`src/rtl/alu_exec.sv`:
```
// alu_exec: multi-cycle ALU execute stage.
// Single-cycle ops (add/addu/sub/subu/and/or/xor/nor/slt/sltu) complete one
// cycle after acceptance. CLO/CLZ walk the operand bit-serially from bit 31.
// Optional feature macro: ALU_OVERFLOW_EN enables the signed-overflow flag
// for add/sub. When it is undefined the ovf port is tied low.
module alu_exec (
  input  logic        clk,
  input  logic        reset,
  input  logic        start,
  input  logic [5:0]  func,
  input  logic [31:0] a,
  input  logic [31:0] b,
  output logic        ready,
  output logic        done,
  output logic [31:0] result,
  output logic        zero,
  output logic        err,
  output logic        ovf
);

  localparam int unsigned DW = 32;
  localparam int unsigned IW = 5;
  localparam int unsigned CW = 6;

  localparam logic [1:0] S_IDLE  = 2'd0;
  localparam logic [1:0] S_COUNT = 2'd1;
  localparam logic [1:0] S_DONE  = 2'd2;

  localparam logic [5:0] F_ADD  = 6'b100000;
  localparam logic [5:0] F_ADDU = 6'b100001;
  localparam logic [5:0] F_SUB  = 6'b100010;
  localparam logic [5:0] F_SUBU = 6'b100011;
  localparam logic [5:0] F_AND  = 6'b100100;
  localparam logic [5:0] F_OR   = 6'b100101;
  localparam logic [5:0] F_XOR  = 6'b100110;
  localparam logic [5:0] F_NOR  = 6'b100111;
  localparam logic [5:0] F_SLT  = 6'b101010;
  localparam logic [5:0] F_SLTU = 6'b101011;
  localparam logic [5:0] F_CLO  = 6'b111000;
  localparam logic [5:0] F_CLZ  = 6'b000111;

  logic [1:0]    state;
  logic [1:0]    state_next;

  // Bit-serial counter context, captured on the accepting edge.
  logic [DW-1:0] src_q;
  logic [DW-1:0] src_next;
  logic [IW-1:0] idx_q;
  logic [IW-1:0] idx_next;
  logic [CW-1:0] cnt_q;
  logic [CW-1:0] cnt_next;
  logic          clo_q;
  logic          clo_next;

  logic          ready_next;
  logic          done_next;
  logic [DW-1:0] result_next;
  logic          zero_next;
  logic          err_next;
  logic          ovf_next;

  // Single-cycle datapath outputs (driven straight from the inputs, so the
  // value registered on the accepting edge is the captured operation).
  logic [DW-1:0] sum;
  logic [DW-1:0] diff;
  logic [DW-1:0] alu_res;
  logic          alu_err;
  logic          alu_ovf;
  logic          is_count;

  // Count-step signals
  logic          cur_bit;
  logic          hit;
  logic          last_step;
  logic [CW-1:0] cnt_inc;

  // Combinational ALU for the single-cycle function codes
  always_comb begin
    sum     = a + b;
    diff    = a - b;
    alu_res = '0;
    alu_err = 1'b0;
    alu_ovf = 1'b0;
    case (func)
      F_ADD: begin
        alu_res = sum;
`ifdef ALU_OVERFLOW_EN
        alu_ovf = (a[DW-1] == b[DW-1]) && (sum[DW-1] != a[DW-1]);
`endif
      end
      F_ADDU: alu_res = sum;
      F_SUB: begin
        alu_res = diff;
`ifdef ALU_OVERFLOW_EN
        alu_ovf = (a[DW-1] != b[DW-1]) && (diff[DW-1] != a[DW-1]);
`endif
      end
      F_SUBU: alu_res = diff;
      F_AND:  alu_res = a & b;
      F_OR:   alu_res = a | b;
      F_XOR:  alu_res = a ^ b;
      F_NOR:  alu_res = ~(a | b);
      F_SLT:  alu_res = {31'd0, ($signed(a) < $signed(b))};
      F_SLTU: alu_res = {31'd0, (a < b)};
      default: begin
        alu_res = '0;
        alu_err = 1'b1;
      end
    endcase
  end

  // Decode of the bit-serial count functions
  always_comb begin
    is_count = (func == F_CLO) || (func == F_CLZ);
  end

  // One step of the leading-ones/zeros scan
  always_comb begin
    cur_bit   = src_q[idx_q];
    hit       = (cur_bit == clo_q);
    cnt_inc   = cnt_q + CW'(hit);
    last_step = !hit || (idx_q == IW'(0));
  end

  // Next-state and next-output logic
  always_comb begin
    state_next  = state;
    src_next    = src_q;
    idx_next    = idx_q;
    cnt_next    = cnt_q;
    clo_next    = clo_q;
    done_next   = 1'b0;
    err_next    = 1'b0;
    ovf_next    = 1'b0;
    result_next = result;
    zero_next   = zero;

    case (state)
      S_IDLE: begin
        if (start) begin
          if (is_count) begin
            state_next = S_COUNT;
            src_next   = a;
            idx_next   = IW'(DW - 1);
            cnt_next   = '0;
            clo_next   = (func == F_CLO);
          end else begin
            state_next  = S_DONE;
            done_next   = 1'b1;
            result_next = alu_res;
            zero_next   = (alu_res == '0);
            err_next    = alu_err;
            ovf_next    = alu_ovf;
          end
        end
      end

      S_COUNT: begin
        cnt_next = cnt_inc;
        if (last_step) begin
          state_next  = S_DONE;
          done_next   = 1'b1;
          result_next = DW'(cnt_inc);
          zero_next   = (cnt_inc == '0);
        end else begin
          idx_next = idx_q - IW'(1);
        end
      end

      S_DONE: begin
        state_next = S_IDLE;
      end

      default: begin
        state_next = S_IDLE;
      end
    endcase

    ready_next = (state_next == S_IDLE);
  end

  // State and registered outputs, synchronous reset
  always_ff @(posedge clk) begin
    if (reset) begin
      state  <= S_IDLE;
      src_q  <= '0;
      idx_q  <= '0;
      cnt_q  <= '0;
      clo_q  <= 1'b0;
      ready  <= 1'b1;
      done   <= 1'b0;
      result <= '0;
      zero   <= 1'b1;
      err    <= 1'b0;
      ovf    <= 1'b0;
    end else begin
      state  <= state_next;
      src_q  <= src_next;
      idx_q  <= idx_next;
      cnt_q  <= cnt_next;
      clo_q  <= clo_next;
      ready  <= ready_next;
      done   <= done_next;
      result <= result_next;
      zero   <= zero_next;
      err    <= err_next;
      ovf    <= ovf_next;
    end
  end

endmodule
```
`config.mk`:
```
export PLATFORM = sky130hd
export DESIGN_NAME = alu_exec
export DESIGN_NICKNAME = d
export VERILOG_FILES = /design/src/rtl/alu_exec.sv
export SDC_FILE = /design/constraint.sdc
export NUM_CORES = 1
export LEC_CHECK = 0
export BUFFER_PORTS_ARGS = -buffer_cell sky130_fd_sc_hd__buf_2
export CAP_MARGIN = 5
export CORE_UTILIZATION = 55
export CTS_BUF_LIST = sky130_fd_sc_hd__clkbuf_8
export DETAILED_ROUTE_END_ITERATION = 10
export PLACE_DENSITY_LB_ADDON = 0.08
export SYNTH_ARGS = -nofsm -noshare
export SYNTH_HDL_FRONTEND = slang
export SYNTH_SLANG_ARGS = --single-unit
```
`constraint.sdc`:
```
create_clock -name clk -period 5.6 [get_ports clk]
set_clock_uncertainty 0.05 [all_clocks]
set_input_delay 0.84 -clock clk [delete_from_list [all_inputs] [get_ports clk]]
set_output_delay 0.84 -clock clk [all_outputs]
set_load 0.02 [all_outputs]
```
==> impl_metrics.toml <==
[place]
place_congestion = 1.06
pre_cts_ws_ps = 944
port_buffers = 108
dpl.hpwl_um = 28200

[logic_synthesis]
yosysUniqueCellTypes = 92
synth_ff_type = "dfxtp_1"
seq_area_frac_synth = 0.167
yosysTopAreaCell = "dfxtp_1"
synth_edf_count = 0
synth_seq_cells = 82
yosys.area.top_type_share = 0.167
synth.area.top_cells = "dfxtp_1 17%, ha_1 15%, a21oi_1 7.9%"
synthArstFlopShare = 0
syn_avg_cell_area_um2 = 7.07
syn-num-nets = 1583
syn_area_mm2 = 0.00984
syn-instance-count = 1392
yosysWarnings = 0

[global_routing]
overflow = 0
grt_start_max_net_pins = 60
grt_use_total = 0.406
grt_pass1_wl_um = 56700
grt_antenna_before_repair = 0
grt_pass1_vias = 10053

[clock_tree]
clk_latency_ps = 400
htreeDepth = 3
tritoncts = "done"
clkSinkCount = 82
clock_path_buffers = 2
clk_pin_slew_ps = 90
cts_buffers = 9
postCtsHoldBufs = 0
post_cts_buffers = 0
cts.repair.resized = 0
cts_root_buf = "clkbuf_8"

[floorplan]
dieArea_mm2 = 0.0184
rows = 48
start_util = 0.565
die_w_um = 136
io-pin-count = 110
core_mm2 = 0.0174
die_h_um = 136

[setup_path]
path_buf_inv = 2
worstPathRequired_ps = 5850
cp-end-kind = "flip-flop"
max_stage_delay_ps = 500
timing.critical_path.mode_cell = "a21oi_1"
cp_slowest_cell = "a2111oi_0"
critPathTopFamily = "compound AO/OA/AOI/OAI gates"
path_cells = "buf_2 -> ha_1 -> inv_1 -> fa_1 -> nand2b_1 -> a21oi_1 -> o21ai_0 -> a2111oi_0 -> a211o_1 -> a21oi_1 -> a221oi_1 -> a2bb2oi_1 -> nand4_1 -> o31ai_1"
cp.depth = 14
cp_data_arrival_time_ps = 4620
rr_worst_depth = 9
cp_max_fo = 6
cp-start-kind = "input pin"
critPathKind = "in2reg"

[cells_and_area]
drive_gt1_frac = 0.131
syn_to_final_growth_pct = 8.17
num_antenna_cells = 0
nets = 1634

[sta]
period_share = 0.779
worst-slew-pin-transition_ps = 946
setup_violations = 0
hold_viol = 0
rsz0062_at_grt = "no"
finalCriticalPeriod_ps = 4360
fin_ws_ps = 1240
slew_headroom = 0.368
hold_ws_ps = 406
max_freq_mhz = 229
slew_viol_final = 0
fin_setup_tns_ps = 0

[job]
maxCapViolCount = 0

[routing]
wl_per_cell_um = 22.3
route.detailed.drc = 0
first_iter_violations = 1428
routed_wl_um = 37300
routed_via_density = 6.62
ant_nets = 0
vias = 11080
firstDrtPassIters = 6

[power_and_ir_drop]
worst_ir_drop_vdd_mv = 0.134
p_int_mw = 1.05
p_clk_frac = 0.246
cellPowerDensity_mw_per_mm2 = 177
swShare = 0.445
power.leakage_nw = 4.67
p_sw_uw = 839
seqPwrFrac = 0.327
pwr-share-comb = 0.427

[run_status]
status = "complete, no violations"

[min_path]
hold_class = "reg2reg"
whs_path_depth = 2
## power groups by stage
stage	Combinational, mW	Clock, mW	Sequential, mW
final	0.806	0.465	0.617
after global routing	0.865	0.486	0.619
after CTS	0.778	0.466	0.616
after detailed placement	0.773	0	0.629
after global placement	0.770	0	0.629
after floorplan	0.512	0	0.645
## flip-flops by register name (all words and copies together), names as in the netlist
name and cells:
done 1, ready 1, result 32, clo_q 1, cnt_q 6, err 1
idx_q 5, zero 1, state 2, src_q 32
## Yosys cell counts (7+ instances only)
master	count
mux2i_1	13
o31a_1	7
nand4_1	15
o31ai_1	17
o21ai_0	95
nor3b_1	7
clkbuf_1	54
a221oi_1	7
nor3_1	27
nor2b_1	17
xnor2_1	9
nor2_1	123
nand3_1	33
a21o_1	22
nor4_1	18
dfxtp_1	82
and3_1	7
o211ai_1	20
mux4_2	10
o21a_1	7
a22oi_1	7
inv_1	105
buf_2	22
ha_1	116
a22o_1	11
a21oi_1	156
nand2_1	162
a211oi_1	14
buf_1	8
nand2b_1	19
a31oi_1	16
## worst reg2reg max path, cell delays in order, from the launching register on
cell,delay (ps)
dfxtp_1,900
mux4_2,730
mux4_2,560
nand2_1,110
o21ai_2,90
or4b_1,530
o211ai_2,200
buf_4,350
and2b_2,380
a22o_1,190
## placed cells by master (no fill, tap or decap), types with 9 or more instances in the layout
cell type    n
o31ai_1     17
a211oi_1    14
o211ai_1    20
nor2_1     123
dfxtp_1     82
a21o_1      22
inv_1      105
nor2b_1     17
nand2_1    162
mux4_2      10
nand4_1     15
clkbuf_8     9
a22o_1      11
xnor2_1      9
ha_1       116
buf_2      108
a31oi_1     16
nor4_1      18
buf_4       19
mux2i_1     13
nand2b_1    19
nand3_1     33
nor3_1      27
a21oi_1    156
o21ai_0     95
## cells by family after synthesis
group / Yosys count / share of synthesized area
AO/OA/AOI/OAI: 480 / 0.318
AND/OR/NAND/NOR: 475 / 0.230
buffers and inverters: 194 / 0.0787
adder cells (fa/ha/maj): 118 / 0.152
flip-flops: 82 / 0.167
multiplexers: 28 / 0.0418
XOR/XNOR: 14 / 0.0125
other: 1 / 0.000381
## metal layers
layer  global-route usage  vias to the layer above  part of all wire
met5                    0                        -                 0
met4                0.178                        0             0.046
met3               0.0670                      123              0.10
met2                0.651                      627              0.44
met1                0.531                     5201              0.41
li1                     -                     5129                 -
## layout make-up
cell class                 instances  area, µm²
inverter                         107        402
tap                              225        282
fill                            1729       6770
multi-input combinational       1116       7450
clock buffer                       9        124
clock inverter                     7       67.6
timing repair buffer             127        683
sequential                        82       1640
## worst paths after layout
check                   from          to  slack [ps]
hold / removal    result[27]  result[27]         410
setup reg to reg    idx_q[0]   result[6]        1450
hold reg to reg   result[27]  result[27]         410
setup / recovery        b[0]        zero        1240
## stage by stage
step                      cell area (µm²)   util  std cells  total power [mW]
after floorplan                      9840      -       1392              1.16
after global placement              10500  0.600       1657              1.40
after detailed placement            10500  0.600       1657              1.40
after CTS                           10600  0.611       1673              1.86
after global routing                10600  0.611       1673              1.97
final                               10600  0.611       1673              1.89
(Power assumes the default switching activity.)
